`src/rtl/vlogic_unit.sv`:
```
// Vector bitwise-logic lane: eight logic ops with per-element masking at SEW 8..64,
// a configurable-depth pipeline with ready/valid backpressure and address/tag sideband.
module vlogic_unit #(
    parameter int DATA_WIDTH      = 64,
    parameter int ADDR_WIDTH      = 32,
    parameter int OPSEL_WIDTH     = 3,
    parameter int LATENCY         = 6,
    parameter int MASK_ENABLE     = 1,
    parameter int VEC_MOVE_ENABLE = 1
) (
    input  logic                    clk,
    input  logic                    rst_n,
    input  logic                    in_valid,
    output logic                    in_ready,
    input  logic [ADDR_WIDTH-1:0]   in_addr,
    input  logic [DATA_WIDTH-1:0]   in_vec0,
    input  logic [DATA_WIDTH-1:0]   in_vec1,
    input  logic [DATA_WIDTH-1:0]   in_vd,
    input  logic [OPSEL_WIDTH-1:0]  in_opSel,
    input  logic [1:0]              in_sew,
    input  logic                    in_vm,
    input  logic [DATA_WIDTH/8-1:0] in_mask,
    input  logic                    in_sca,
    input  logic                    in_w_reg,
    input  logic                    out_ready,
    output logic [DATA_WIDTH-1:0]   out_vec,
    output logic                    out_valid,
    output logic [ADDR_WIDTH-1:0]   out_addr,
    output logic                    out_w_reg,
    output logic                    out_sca
);

    localparam int MASK_WIDTH = DATA_WIDTH / 8;
    localparam int LAST       = LATENCY - 1;

    logic adv;

    logic                   s0_valid;
    logic [DATA_WIDTH-1:0]  s0_a;
    logic [DATA_WIDTH-1:0]  s0_b;
    logic [DATA_WIDTH-1:0]  s0_vd;
    logic [OPSEL_WIDTH-1:0] s0_op;
    logic [1:0]             s0_sew;
    logic                   s0_vm;
    logic [MASK_WIDTH-1:0]  s0_mask;
    logic [ADDR_WIDTH-1:0]  s0_addr;
    logic                   s0_sca;
    logic                   s0_w_reg;

    logic [DATA_WIDTH-1:0]  op_res;
    logic [DATA_WIDTH-1:0]  elem_bit;
    logic [DATA_WIDTH-1:0]  act;
    logic [DATA_WIDTH-1:0]  masked_res;

    logic                   p_valid [1:LAST];
    logic [DATA_WIDTH-1:0]  p_data  [1:LAST];
    logic [ADDR_WIDTH-1:0]  p_addr  [1:LAST];
    logic                   p_sca   [1:LAST];
    logic                   p_w_reg [1:LAST];

    // The whole pipeline moves as one unit: it advances unless the output is stuck.
    assign adv      = out_ready | ~out_valid;
    assign in_ready = adv;

    always_ff @(posedge clk or negedge rst_n) begin
        if (!rst_n) begin
            s0_valid <= 1'b0;
            s0_a     <= '0;
            s0_b     <= '0;
            s0_vd    <= '0;
            s0_op    <= '0;
            s0_sew   <= '0;
            s0_vm    <= 1'b0;
            s0_mask  <= '0;
            s0_addr  <= '0;
            s0_sca   <= 1'b0;
            s0_w_reg <= 1'b0;
        end else if (adv) begin
            if (in_valid) begin
                s0_valid <= 1'b1;
                s0_a     <= in_vec0;
                s0_b     <= in_vec1;
                s0_vd    <= in_vd;
                s0_op    <= in_opSel;
                s0_sew   <= in_sew;
                s0_vm    <= in_vm;
                s0_mask  <= in_mask;
                s0_addr  <= in_addr;
                s0_sca   <= in_sca & (VEC_MOVE_ENABLE != 0);
                s0_w_reg <= in_w_reg & (VEC_MOVE_ENABLE != 0);
            end else begin
                s0_valid <= 1'b0;
                s0_a     <= '0;
                s0_b     <= '0;
                s0_vd    <= '0;
                s0_op    <= '0;
                s0_sew   <= '0;
                s0_vm    <= 1'b0;
                s0_mask  <= '0;
                s0_addr  <= '0;
                s0_sca   <= 1'b0;
                s0_w_reg <= 1'b0;
            end
        end
    end

    always_comb begin
        case (s0_op)
            3'd0:    op_res = s0_a;
            3'd1:    op_res = s0_a & s0_b;
            3'd2:    op_res = s0_a | s0_b;
            3'd3:    op_res = s0_a ^ s0_b;
            3'd4:    op_res = s0_a & ~s0_b;
            3'd5:    op_res = ~(s0_a & s0_b);
            3'd6:    op_res = ~(s0_a | s0_b);
            3'd7:    op_res = ~(s0_a ^ s0_b);
            default: op_res = s0_a;
        endcase
    end

    // Each data bit picks the mask bit of the element it belongs to at the current SEW.
    for (genvar g = 0; g < DATA_WIDTH; g++) begin : g_elem
        assign elem_bit[g] = (s0_sew == 2'b00) ? s0_mask[g/8]  :
                             (s0_sew == 2'b01) ? s0_mask[g/16] :
                             (s0_sew == 2'b10) ? s0_mask[g/32] :
                                                 s0_mask[g/64];
    end

    assign act        = ((MASK_ENABLE == 0) || s0_vm) ? {DATA_WIDTH{1'b1}} : elem_bit;
    assign masked_res = (op_res & act) | (s0_vd & ~act);

    // Bubbles enter stage 1 as zeros so negated ops on empty slots never show up.
    always_ff @(posedge clk or negedge rst_n) begin
        if (!rst_n) begin
            for (int k = 1; k <= LAST; k++) begin
                p_valid[k] <= 1'b0;
                p_data[k]  <= '0;
                p_addr[k]  <= '0;
                p_sca[k]   <= 1'b0;
                p_w_reg[k] <= 1'b0;
            end
        end else if (adv) begin
            p_valid[1] <= s0_valid;
            p_data[1]  <= s0_valid ? masked_res : '0;
            p_addr[1]  <= s0_addr;
            p_sca[1]   <= s0_sca;
            p_w_reg[1] <= s0_w_reg;
            for (int k = 2; k <= LAST; k++) begin
                p_valid[k] <= p_valid[k-1];
                p_data[k]  <= p_data[k-1];
                p_addr[k]  <= p_addr[k-1];
                p_sca[k]   <= p_sca[k-1];
                p_w_reg[k] <= p_w_reg[k-1];
            end
        end
    end

    assign out_valid = p_valid[LAST];
    assign out_vec   = p_data[LAST];
    assign out_addr  = p_addr[LAST];
    assign out_sca   = p_sca[LAST];
    assign out_w_reg = p_w_reg[LAST];

endmodule

```
`config.mk`:
```
export PLATFORM = sky130hd
export DESIGN_NAME = vlogic_unit
export DESIGN_NICKNAME = d
export VERILOG_FILES = /design/src/rtl/vlogic_unit.sv
export SDC_FILE = /design/constraint.sdc
export NUM_CORES = 1
export LEC_CHECK = 0
export ABC_AREA = 1
export ABC_CLOCK_PERIOD_IN_PS = 4290
export BUFFER_PORTS_ARGS = -buffer_cell sky130_fd_sc_hd__buf_2
export CELL_PAD_IN_SITES_DETAIL_PLACEMENT = 1
export CELL_PAD_IN_SITES_GLOBAL_PLACEMENT = 1
export CORE_UTILIZATION = 40
export DETAILED_ROUTE_END_ITERATION = 10
export MAX_ROUTING_LAYER = met4
export PLACE_DENSITY = 0.74
export SYNTH_ARGS = -nofsm -noshare
export SYNTH_HDL_FRONTEND = slang
export SYNTH_SLANG_ARGS = --single-unit
export TNS_END_PERCENT = 20
```
`constraint.sdc`:
```
create_clock -name clk -period 4.29 [get_ports clk]
set_input_delay 0.429 -clock clk [delete_from_list [all_inputs] [get_ports clk]]
set_output_delay 0.429 -clock clk [all_outputs]
set_load 0.005 [all_outputs]
```
==> flow_summary.toml <==
[timing]
setup_viol = 0
tightest_slew_ns = 1.267
worst_slack_ns = 1.465
slew_headroom_pct = 15.51
fin_tns_setup_ns = 0
max_freq_ghz = 0.3540
period_needed_ns = 2.825
holdWs_ns = 0.04053
min_period_over_period_pct = 65.85
drv_slew = 0
hold_viol_final = 0
rsz0062_at_grt = "false"
skew_ns = 0.02579

[layout]
layout_commonest_cell = "nand2_1"
top_register = "p_data"
finalInstanceArea_um2 = 42630
fin_cells = 6082
syn_to_final_growth_pct = 14.78
finalNetCount = 5206
fill_cells = 11070
final_layout_size_suffix_gt1_share_pct = 11.40
finish.utilization_pct = 46.43
largest_register_ffs = 256
layout_common_cells = "nand2_1, dfrtp_1, inv_1"
reg.largest.list = "p_data: 256 flops, p_addr: 128 flops"

[clock_tree]
numClockSinks = 736
cts.path.max_buffers = 3
h-tree-depth = 3
clock-root-buffer = "clkbuf_16"
cts_resized = 0
clkTransAtPathRegs_ns = 0.06
numCtsBuffers = 85
cts_tree = "built"
clock_latency_ns = 0.66

[power_and_ir_drop]
p_per_area_nw_per_um2 = 596.0
power_mw = 25.41
seq_power_share_pct = 41.9
p_sw_mw = 9.536
p_comb_share_pct = 29.1
p_sw_share_pct = 37.53
cellLeakagePower_nw = 21.85
max-vdd-ir-drop_v = 0.0003349
clkPwrFrac_pct = 29.0
internal_power_mw = 15.87

[logic_synthesis]
syn_area_um2 = 37140
ys_seq_area_share_pct = 49.59
yosys_warnings = 0
synth_fp_nets = 5042
synth_area_per_cell_um2 = 8.063
synth-seq-cells = 736
synth.distinct_cells = 26
syn_inst = 4606

[worst_setup_path]
critPathKind = "reg2reg"
crit_path_end_kind = "flop"
startpoint_type = "flop"
path_max_fanout = 33
critPathRequiredTime_ns = 4.89
critPathArrivalTime_ns = 3.42

[route]
final_antenna_net_count = 0
wirelength_um = 111600
drc = 0
drtIter0Drc = 2313
dr.pass1.iters = 5
routed_via_density = 5.095
wl_per_cell_um = 18.35
vias = 30990

[place]
detailed_place_hpwl_um = 72510
place_congestion = 0.8876
port_buffers = 343
post_dp_cell_area_um2 = 39050
place_inst = 5852
dp_worst_setup_slack_ns = 1.391

[global_routing]
grt_pass1_vias = 31880
antenna_found_initial = 4
grt_pass1_wl_um = 180300
grt_usage_pct = 24.71
grt_overflow = 0
grt_max_degree = 266

[floorplanning]
ios = 344
initial_core_util_pct = 40.45
core_area_um2 = 91800
die_y_um = 306.7
rows = 111
die_area_um2 = 94070
die_w_um = 306.7

[flow_run]
drv_cap = 0

[outcome]
status = "finished, final reports clean"

[min_path]
hold_class = "in2reg"
## kinds of logic after synthesis
group,count (synthesis),share of synthesized area (%)
compound gates,587,7.934
simple gates,2136,24.87
buf+inv,955,11.14
fa+ha+maj,192,6.469
flops,736,49.59
## critical path: stages, from the launching register on
cell and delay [ns]:
dfrtp_4 0.72, inv_2 0.15, buf_4 0.33, nor2_4 0.52, buf_4 0.40, nand3_1 0.12, nand2_1 0.09, nor2_1 0.05
nand4_1 0.16, nand2_1 0.12, nand2_1 0.08
## cells in the mapped netlist
cell,n,share of area [%]
nand3b_1,5,0.10
nand4_1,296,5.0
nor3_1,1,0.013
clkbuf_1,151,1.5
nand2_1,1314,13
buf_1,25,0.25
a21oi_1,32,0.43
nand3_1,311,4.2
or2_2,1,0.017
inv_2,7,0.071
nand2_2,4,0.067
nor3_4,1,0.044
clkinv_1,4,0.040
buf_6,1,0.030
nor2_4,4,0.12
o21a_1,1,0.020
ha_1,192,6.5
buf_2,111,1.5
dfrtp_1,736,50
o21ai_1,4,0.054
o22ai_1,5,0.084
o21ai_0,545,7.3
inv_1,548,5.5
nand3_2,2,0.054
nor2_1,197,2.0
buf_4,108,2.2
## path summary, 6_finish.rpt
kind	from	to	slack, ns	cells after the start
min in group asynchronous	rst_n	out_addr[23]	0.46	2
max in group asynchronous	rst_n	p_data[155]	2.72	3
setup / recovery	s0_op[1]	p_data[274]	1.47	10
hold / removal	in_vec1[41]	s0_b[41]	0.04	3
hold reg to reg	p_data[155]	p_data[91]	0.46	2
setup reg to reg	s0_op[1]	p_data[274]	1.47	10
## power groups by stage
stage | Sequential (mW) | Clock [mW] | Combinational [mW]
final | 10.6 | 7.37 | 7.40
after global routing | 10.9 | 7.85 | 8.48
after CTS | 10.6 | 7.57 | 7.46
after detailed placement | 10.7 | 0 | 7.33
after global placement | 10.6 | 0 | 7.07
after floorplan | 10.2 | 0 | 5.39
## metal layers
metal,vias up,global-route usage (%),routed length (um)
met2,680,36.16,49150
met4,0,8.151,3292
met1,15190,34.93,53640
li1,14960,-,-
met5,-,-,0
met3,162,3.784,5532
## area by class of cell
cell class	count	area, um2	area share (%)
repair buffers	473	3109	7.294
multi-input cells	2915	14590	34.22
diodes	4	10.01	0.02348
clock buffers	121	2392	5.612
flip-flops and latches	736	18430	43.23
inverters	559	2107	4.943
clock inverters	31	437.9	1.027
well taps	1243	1555	3.648
## timing repair
item	in CTS	in global routing
hold buffers	74	0
endpoints found under the setup margin	0	0
buffers inserted	0	0
hold endpoints to repair	152	0
(Power assumes the default switching activity.)
